$ cat config.mk
export PLATFORM = sky130hd
export DESIGN_NAME = ssm_scan_sequencer
export DESIGN_NICKNAME = d
export VERILOG_FILES = /design/src/rtl/ssm_scan_sequencer.sv
export SDC_FILE = /design/constraint.sdc
export NUM_CORES = 1
export LEC_CHECK = 0
export ABC_AREA = 0
export BUFFER_PORTS_ARGS = -buffer_cell sky130_fd_sc_hd__buf_2
export CORE_MARGIN = 1
export CORE_UTILIZATION = 59
export DETAILED_ROUTE_END_ITERATION = 7
export PLACE_DENSITY_LB_ADDON = 0.15
export SLEW_MARGIN = 10
export SYNTH_ARGS = -nofsm -noshare
export SYNTH_HDL_FRONTEND = slang
export SYNTH_SLANG_ARGS = --single-unit
$ cat constraint.sdc
create_clock -name clk -period 3.7 [get_ports clk]
set_input_delay 0.185 -clock clk [delete_from_list [all_inputs] [get_ports clk]]
set_output_delay 0.185 -clock clk [all_outputs]
set_load 0.01 [all_outputs]
$ cat src/rtl/ssm_scan_sequencer.sv
// Scan sequencer for an SSM datapath: walks every (h,p,tile) command in blocked order,
// tracks outstanding groups in a tag FIFO and writes returned y results back by tag.
module ssm_scan_sequencer #(
  parameter int DW     = 16,
  parameter int H      = 24,
  parameter int P      = 64,
  parameter int N      = 128,
  parameter int N_TILE = 16,
  parameter int H_TILE = 1,
  parameter int P_TILE = 1,
  parameter int DEPTH  = 8,
  parameter int HW     = (H > 1) ? $clog2(H) : 1,
  parameter int PW     = (P > 1) ? $clog2(P) : 1,
  parameter int TW     = ((N / N_TILE) > 1) ? $clog2(N / N_TILE) : 1,
  parameter int AW     = ((H * P) > 1) ? $clog2(H * P) : 1
) (
  input  logic          clk,
  input  logic          rst,
  input  logic          start_i,
  output logic          busy_o,
  output logic          done_o,
  output logic          cmd_valid_o,
  input  logic          cmd_ready_i,
  output logic [HW-1:0] cmd_h_o,
  output logic [PW-1:0] cmd_p_o,
  output logic [TW-1:0] cmd_t_o,
  output logic          cmd_first_o,
  output logic          cmd_last_o,
  input  logic [DW-1:0] y_i,
  input  logic          y_valid_i,
  output logic          wr_en_o,
  output logic [AW-1:0] wr_addr_o,
  output logic [DW-1:0] wr_data_o,
  output logic          err_o
);

  localparam int NT   = N / N_TILE;
  localparam int PTRW = (DEPTH > 1) ? $clog2(DEPTH) : 1;
  localparam int CW   = PTRW + 1;

  localparam logic [1:0] S_IDLE  = 2'd0;
  localparam logic [1:0] S_RUN   = 2'd1;
  localparam logic [1:0] S_DRAIN = 2'd2;
  localparam logic [1:0] S_DONE  = 2'd3;

  localparam logic [TW-1:0]   T_LAST     = TW'(NT - 1);
  localparam logic [HW-1:0]   H_REL_LAST = HW'(H_TILE - 1);
  localparam logic [HW-1:0]   H_BLK_LAST = HW'(H - H_TILE);
  localparam logic [HW-1:0]   H_STEP     = HW'(H_TILE);
  localparam logic [PW-1:0]   P_REL_LAST = PW'(P_TILE - 1);
  localparam logic [PW-1:0]   P_BLK_LAST = PW'(P - P_TILE);
  localparam logic [PW-1:0]   P_STEP     = PW'(P_TILE);
  localparam logic [AW-1:0]   P_MUL      = AW'(P);
  localparam logic [PTRW-1:0] PTR_LAST   = PTRW'(DEPTH - 1);
  localparam logic [CW-1:0]   CNT_FULL   = CW'(DEPTH);

  generate
    if ((H % H_TILE) != 0) begin : g_bad_h_tile
      $error("H must be a multiple of H_TILE");
    end
    if ((P % P_TILE) != 0) begin : g_bad_p_tile
      $error("P must be a multiple of P_TILE");
    end
    if ((N % N_TILE) != 0) begin : g_bad_n_tile
      $error("N must be a multiple of N_TILE");
    end
    if ((DEPTH < 1) || ((DEPTH & (DEPTH - 1)) != 0)) begin : g_bad_depth
      $error("DEPTH must be a power of 2");
    end
  endgenerate

  logic [1:0]      state_q, state_d;
  logic [HW-1:0]   h_blk_q, h_blk_d, h_rel_q, h_rel_d;
  logic [PW-1:0]   p_blk_q, p_blk_d, p_rel_q, p_rel_d;
  logic [TW-1:0]   t_q, t_d;
  logic [PTRW-1:0] wr_ptr_q, rd_ptr_q;
  logic [CW-1:0]   cnt_q;
  logic [AW-1:0]   tag_mem_q [DEPTH];
  logic            wr_en_q, err_q, busy_q, done_q;
  logic [AW-1:0]   wr_addr_q;
  logic [DW-1:0]   wr_data_q;

  logic          in_run_s, t_first_s, t_last_s, fifo_full_s, fifo_empty_s;
  logic          accept_s, push_s, pop_s, final_s, start_scan_s;
  logic [AW-1:0] tag_s;

  assign in_run_s     = (state_q == S_RUN);
  assign t_first_s    = (t_q == {TW{1'b0}});
  assign t_last_s     = (t_q == T_LAST);
  assign fifo_full_s  = (cnt_q == CNT_FULL);
  assign fifo_empty_s = (cnt_q == {CW{1'b0}});
  assign start_scan_s = (state_q == S_IDLE) & start_i;

  // Only a group-opening tile needs a FIFO slot, so only it waits on a full FIFO.
  assign cmd_valid_o = in_run_s & ~(t_first_s & fifo_full_s);
  assign accept_s    = cmd_valid_o & cmd_ready_i;
  assign push_s      = accept_s & t_first_s;
  assign pop_s       = y_valid_i & ~fifo_empty_s;
  assign final_s     = accept_s & t_last_s & (p_rel_q == P_REL_LAST) & (h_rel_q == H_REL_LAST)
                     & (p_blk_q == P_BLK_LAST) & (h_blk_q == H_BLK_LAST);

  assign cmd_h_o     = h_blk_q + h_rel_q;
  assign cmd_p_o     = p_blk_q + p_rel_q;
  assign cmd_t_o     = t_q;
  assign cmd_first_o = in_run_s & t_first_s;
  assign cmd_last_o  = in_run_s & t_last_s;
  assign tag_s       = AW'(cmd_h_o) * P_MUL + AW'(cmd_p_o);

  assign busy_o    = busy_q;
  assign done_o    = done_q;
  assign wr_en_o   = wr_en_q;
  assign wr_addr_o = wr_addr_q;
  assign wr_data_o = wr_data_q;
  assign err_o     = err_q;

  always_comb begin
    state_d = state_q;
    case (state_q)
      S_IDLE: begin
        if (start_i) begin
          state_d = S_RUN;
        end else begin
          state_d = S_IDLE;
        end
      end
      S_RUN: begin
        if (final_s) begin
          state_d = S_DRAIN;
        end else begin
          state_d = S_RUN;
        end
      end
      S_DRAIN: begin
        // An empty FIFO means the last pop already produced its write this cycle.
        if (fifo_empty_s) begin
          state_d = S_DONE;
        end else begin
          state_d = S_DRAIN;
        end
      end
      S_DONE:  state_d = S_IDLE;
      default: state_d = S_IDLE;
    endcase
  end

  always_comb begin
    t_d     = t_q;
    p_rel_d = p_rel_q;
    h_rel_d = h_rel_q;
    p_blk_d = p_blk_q;
    h_blk_d = h_blk_q;
    if (start_scan_s) begin
      t_d     = {TW{1'b0}};
      p_rel_d = {PW{1'b0}};
      h_rel_d = {HW{1'b0}};
      p_blk_d = {PW{1'b0}};
      h_blk_d = {HW{1'b0}};
    end else if (accept_s) begin
      if (!t_last_s) begin
        t_d = t_q + TW'(1);
      end else begin
        t_d = {TW{1'b0}};
        if (p_rel_q != P_REL_LAST) begin
          p_rel_d = p_rel_q + PW'(1);
        end else begin
          p_rel_d = {PW{1'b0}};
          if (h_rel_q != H_REL_LAST) begin
            h_rel_d = h_rel_q + HW'(1);
          end else begin
            h_rel_d = {HW{1'b0}};
            if (p_blk_q != P_BLK_LAST) begin
              p_blk_d = p_blk_q + P_STEP;
            end else begin
              p_blk_d = {PW{1'b0}};
              if (h_blk_q != H_BLK_LAST) begin
                h_blk_d = h_blk_q + H_STEP;
              end else begin
                h_blk_d = {HW{1'b0}};
              end
            end
          end
        end
      end
    end else begin
      t_d = t_q;
    end
  end

  always_ff @(posedge clk or posedge rst) begin
    if (rst) begin
      state_q <= S_IDLE;
      t_q     <= {TW{1'b0}};
      p_rel_q <= {PW{1'b0}};
      h_rel_q <= {HW{1'b0}};
      p_blk_q <= {PW{1'b0}};
      h_blk_q <= {HW{1'b0}};
      busy_q  <= 1'b0;
      done_q  <= 1'b0;
    end else begin
      state_q <= state_d;
      t_q     <= t_d;
      p_rel_q <= p_rel_d;
      h_rel_q <= h_rel_d;
      p_blk_q <= p_blk_d;
      h_blk_q <= h_blk_d;
      busy_q  <= (state_d == S_RUN) | (state_d == S_DRAIN);
      done_q  <= (state_d == S_DONE);
    end
  end

  always_ff @(posedge clk or posedge rst) begin
    if (rst) begin
      wr_ptr_q <= {PTRW{1'b0}};
      rd_ptr_q <= {PTRW{1'b0}};
      cnt_q    <= {CW{1'b0}};
    end else begin
      if (push_s) begin
        wr_ptr_q <= (wr_ptr_q == PTR_LAST) ? {PTRW{1'b0}} : wr_ptr_q + PTRW'(1);
      end
      if (pop_s) begin
        rd_ptr_q <= (rd_ptr_q == PTR_LAST) ? {PTRW{1'b0}} : rd_ptr_q + PTRW'(1);
      end
      case ({push_s, pop_s})
        2'b10:   cnt_q <= cnt_q + CW'(1);
        2'b01:   cnt_q <= cnt_q - CW'(1);
        default: cnt_q <= cnt_q;
      endcase
    end
  end

  always_ff @(posedge clk) begin
    if (push_s) begin
      tag_mem_q[wr_ptr_q] <= tag_s;
    end
  end

  // A y with nothing outstanding is dropped and latched as an error until the next scan.
  always_ff @(posedge clk or posedge rst) begin
    if (rst) begin
      wr_en_q   <= 1'b0;
      wr_addr_q <= {AW{1'b0}};
      wr_data_q <= {DW{1'b0}};
      err_q     <= 1'b0;
    end else begin
      wr_en_q <= pop_s;
      if (pop_s) begin
        wr_addr_q <= tag_mem_q[rd_ptr_q];
        wr_data_q <= y_i;
      end
      if (y_valid_i && fifo_empty_s) begin
        err_q <= 1'b1;
      end else if (start_scan_s) begin
        err_q <= 1'b0;
      end
    end
  end

endmodule
# Yosys cells after proc, flatten, opt, wreduce, memory -nomap -nowiden

Memories as Yosys holds them, arrays and structs flattened. A register that Yosys moved wholly into a read port is not among the register bits.
Index checks and enable logic that the tools add are counted.

Memories: 1
Logic and storage cells: 114
Input bits: 21
Register bits after elaboration: 57
Bits in writable memories: 88

Memories:

| name      | words | bits a word | rd ports | clocked after Yosys merged registers in | wr ports | RTL line | text |
|---|---|---|---|---|---|---|---|
| tag_mem_q | 8     | 11          | 1        | 1                                       | 1        | 78       | `logic [AW-1:0] tag_mem_q [DEPTH];` |

Multiplexer cells: 36
Reductions and logical operators: 16
Eq/ne operators: 19
Bitwise gates (word level): 16
Add/sub/neg operators: 12

Operators by type and width:

| cell                  | count |
|---|---|
| $mux W5               | 12 |
| $mux W6               | 10 |
| $mux W3               | 5 |
| $and A1 B1 Y1         | 13 |
| $add A6 B1 Y6 const B | 2 |
| $add A11 B6 Y11       | 1 |
| $add A5 B1 Y5 const B | 2 |
| $eq A2 B2 Y1 const B  | 5 |
| $add A3 B1 Y3 const B | 3 |
| $eq A3 B3 Y1 const B  | 3 |
| $pmux W2 S4           | 1 |
| $pmux W4 S2           | 1 |
| $reduce_bool A2 Y1    | 4 |
| $add A6 B6 Y6         | 1 |
| $eq A2 B1 Y1 const B  | 3 |
| $eq A6 B6 Y1 const B  | 1 |
| $logic_not A6 Y1      | 1 |
| $mux W1               | 6 |
| $ne A2 B2 Y1 const B  | 3 |
| $ne A6 B6 Y1 const B  | 1 |
| $reduce_bool A6 Y1    | 1 |
| $add A5 B5 Y5         | 1 |
| $eq A5 B5 Y1 const B  | 1 |
| $logic_not A5 Y1      | 1 |
| 16 further kinds      | 17 |

# Logic depth before layout (Yosys ltp)

Depth after elaboration: 14
Mapped depth: 12
Gate-level depth less buffers: 11

# Least setup slack after synthesis

OpenSTA, ideal clock, no wires.

Kind: register to register
Start point: register t_q[0] (netlist: cmd_t_o[0])
End point: memory tag_mem_q[4][0] (netlist bit), enable pin
Slack: 0.572 ns
Required time: 3.288 ns
Cell stages (with the launch flop): 8
Clock period less this slack: 3.128 ns
Data arrival time: 2.716 ns
Buffers on the path: 1
Cell sequence: dfrtp_1 inv_1 ha_1 and3b_1 buf_6 a211oi_2 nand2_2 nor4b_1

Word-level cells in the longest chain between the ends: 8

Ends and longest elaborated chain:

| item                              | RTL line | text |
|---|---|---|
| start, declared                   | 75       | `logic [TW-1:0] t_q, t_d;` |
| start signal, assigned            | 192      | `t_q <= {TW{1'b0}};` |
| start signal, assigned            | 201      | `t_q <= t_d;` |
| $logic_not A3 Y1 (*)              | 88       | `assign t_first_s = (t_q == {TW{1'b0}});` |
| $and A1 B1 Y1                     | 95       | `assign cmd_valid_o = in_run_s & ~(t_first_s & fifo_full_s);` |
| $not A1 Y1                        | 95       |  |
| $and A1 B1 Y1                     | 95       |  |
| $and A1 B1 Y1                     | 96       | `assign accept_s = cmd_valid_o & cmd_ready_i;` |
| $and A1 B1 Y1 (*)                 | 97       | `assign push_s = accept_s & t_first_s;` |
| $mux W1 (*)                       | 232      | `if (push_s) begin` |
| $mux W1 (not written as such) (*) | 233      | `tag_mem_q[wr_ptr_q] <= tag_s;` |
| end, declared                     | 78       |  |

Mark *: on every way between the ends. The rest lies on a longest branch, timed or not.

# Worst setup path after layout

Start point: register p_blk_q[1]
End point: output cmd_p_o[5]

Word-level cells in the longest chain between the ends: 1

Ends and longest elaborated chain:

| item                   | RTL line | text |
|---|---|---|
| start, declared        | 74       | `logic [PW-1:0] p_blk_q, p_blk_d, p_rel_q, p_rel_d;` |
| start signal, assigned | 195      | `p_blk_q <= {PW{1'b0}};` |
| start signal, assigned | 204      | `p_blk_q <= p_blk_d;` |
| $add A6 B6 Y6          | 103      | `assign cmd_p_o = p_blk_q + p_rel_q;` |
| end, declared          | 25       | `output logic [PW-1:0] cmd_p_o,` |

No other way between the ends.

==> flow_metrics.tcl <==
set metrics [dict create \
    outcome "finished with violations" \
    failed_checks "DRC" \
    clock_path_buffers 2 \
    cp_slowest_cell "nor3_1" \
    multiInputGateArea_um2 2530 \
    rsz0062_at_grt "false" \
    critPathLaunchType "register" \
    cp_slowest_stage_delay_ps 740 \
    finalSetupViolCount 0 \
    dieWidth_um 111 \
    drive_gt1_frac 0.280 \
    grt_overflow 0 \
    synth_cells 482 \
    grt_pass1_vias 4545 \
    avgRoutedWirePerCell_um 19.3 \
    finalMaxSlewViolations 0 \
    path_class "reg -> out" \
    worstPathRequired_ps 3510 \
    gp_congestion 0.840 \
    tightest_slew_ps 1120 \
    ys_seq_area_frac 0.617 \
    dr_total_vias 4308 \
    grt_max_degree 50 \
    min_period_ps 2970 \
    routed_via_density 5.92 \
    clk_pin_slew_ps 60 \
    synth-xor-area-share 0.0137 \
    area_growth_pct 17.5 \
    postSynthNetCount 532 \
    drc 8 \
    slew_headroom 0.252 \
    grt_util_met2 0.433 \
    hold_ws_ps 14.2 \
    grt_use_met1 0.306 \
    fp.dieH_um 111 \
    rows 39 \
    path_cells "ha_1 > a21o_1 > a21o_1 > and4_1 > nor3_1 > buf_2" \
    yosysUniqueCellTypes 57 \
    cts_tree "done" \
    ys_warn_count 0 \
    power_mw 5.47 \
    clock.fmax_ghz 0.336 \
    grt_use_total 0.249 \
    clock_latency_ps 420 \
    fillers 762 \
    crit_fanout 9 \
    cp_top_family "simple AND/OR/NAND/NOR gates" \
    grt_first_pass_wirelength_um 23300 \
    synth.avg_cell_area_um2 14.6 \
    endpoint_kind "output port" \
    synth_top_family_by_area "multiplexers" \
    post_cts_buffers 0 \
    finalWirelength_um 14100 \
    ios 69 \
    drt_iter0_markers 244 \
    start_util 0.612 \
    synthMuxAreaShare 0.132 \
    p_leak_nw 3.46 \
    synth_simple_gate_area_frac 0.0890 \
    postLayoutCoreUtil 0.719 \
    ir_drop_v 0.000440 \
    drt-pass1-iter-count 6 \
    seqCellArea_um2 4340 \
    ys_ff_latch 156 \
    antenna_found_initial 0 \
    p_per_area_nw_per_um2 661 \
    final_cell_mix "edfxtp_1, dfrtp_1, buf_2" \
    finalSetupTns_ps 0 \
    synthTopCellsByArea "edfxtp_1, dfrtp_1, mux4_2" \
    async_flop_share 0.436 \
    max_cap_violations 0 \
    synthAdderAreaFrac 0.0547 \
    top_usage_layer "met2" \
    cp.arrival_ps 2790 \
    met3_usage 0.0536 \
    finalHoldViolations 0 \
    fin_worst_skew_ps 7.52 \
    synth_area_um2 7050 \
    synth_edf_count 88 \
    core_area_um2 11500 \
    die-area_um2 12400 \
    hp-class "in -> reg" \
    numClockSinks 156 \
    fin_nets 622 \
    diodes 0 \
    period_share 0.804 \
    port_buffers 68 \
    cpMostUsedCell "a21o_1" \
    yosysTopAreaCellShare 0.375 \
    synth_compound_gate_area_share 0.0655 \
    hpwl_um 9180 \
    yosysTopAreaCell "edfxtp_1" \
    final_common_cell "edfxtp_1" \
    ys.flop_type "edfxtp_1" \
    root_buffer "clkbuf_16" \
    ant_nets 0 \
    numCtsBuffers 17 \
    htree_levels 4 \
    cp_num_buf_inv 1 \
]
per-layer routing:
| metal | vias up | share of wire |
|---|---|---|
| li1 | 2012 | - |
| met5 | - | 0 |
| met1 | 2171 | 0.42 |
| met2 | 103 | 0.52 |
| met4 | 0 | 0.023 |
| met3 | 22 | 0.034 |
final cells by class:
| class | count | share of cell area |
|---|---|---|
| Clock buffer | 22 | 0.0561 |
| Clock inverter | 10 | 0.0145 |
| Inverter | 23 | 0.0104 |
| Multi-Input combinational cell | 281 | 0.305 |
| Sequential cell | 156 | 0.525 |
| Tap cell | 143 | 0.0216 |
| Timing Repair Buffer | 93 | 0.0674 |
state kept, by name, indices dropped and copies added (netlist names), 3 cells and up:
name and cells:
rd_ptr_q 3, wr_ptr_q 3, h_rel_q 5, p_blk_q 6, tag_mem_q 88, cnt_q 4
p_rel_q 6, wr_addr_o 11, wr_data_o 16, cmd_t_o 3, h_blk_q 5
per-stage QoR:
stage | instance area, um2 | setup WS [ps] | std cells
after floorplan | 7050 | 572 | 482
after global placement | 7580 | 878 | 684
after detailed placement | 7580 | 751 | 684
after CTS | 8280 | 719 | 728
after global routing | 8280 | 506 | 728
final | 8280 | 727 | 728
logic make-up after synthesis:
kind of cell	after synthesis
AOI/OAI and AO/OA	72
xor gates and xnor gates	11
adders and majority gates	29
buffers and inverters	45
DFF	156
muxes	63
and+or+nand+nor	106
cells in the mapped netlist (5+ instances only):
cell type / count
a21o_1: 8
a21oi_1: 21
and3_1: 6
buf_2: 6
clkbuf_1: 11
dfrtp_1: 68
edfxtp_1: 88
ha_1: 26
inv_1: 23
mux2_2: 21
mux2i_1: 20
mux4_2: 22
nand2_1: 28
nand3_1: 10
nand4_1: 6
nor2_1: 11
nor3_1: 7
o21ai_0: 18
o31ai_1: 5
xnor2_1: 7
what timing repair did:
action	CTS	global route
hold buffers	12	0
gates resized for setup	0	0
endpoints found under the hold margin	30	0
path summary, 6_finish.rpt:
| path | from | end | slack, ps | depth (start not counted) |
|---|---|---|---|---|
| hold reg to reg | wr_addr_o[8] | wr_addr_o[8] | 480 | 2 |
| setup reg to reg | cmd_t_o[0] | cnt_q[3] | 770 | 12 |
| setup / recovery | p_blk_q[1] | cmd_p_o[5] | 730 | 6 |
| hold / removal | y_i[8] | wr_data_o[8] | 10 | 2 |
| min in group asynchronous | rst | wr_data_o[5] | 320 | 3 |
| max in group asynchronous | rst | state_q[0] | 2360 | 4 |
power breakdown:
| group | switching, mW | leakage, nW | internal, mW |
|---|---|---|---|
| registers | 0.275 | 1.63 | 2.12 |
| logic | 0.671 | 1.54 | 0.697 |
| clock network | 0.628 | 0.288 | 1.08 |
| total | 1.57 | 3.46 | 3.90 |
(Power assumes the default switching activity.)
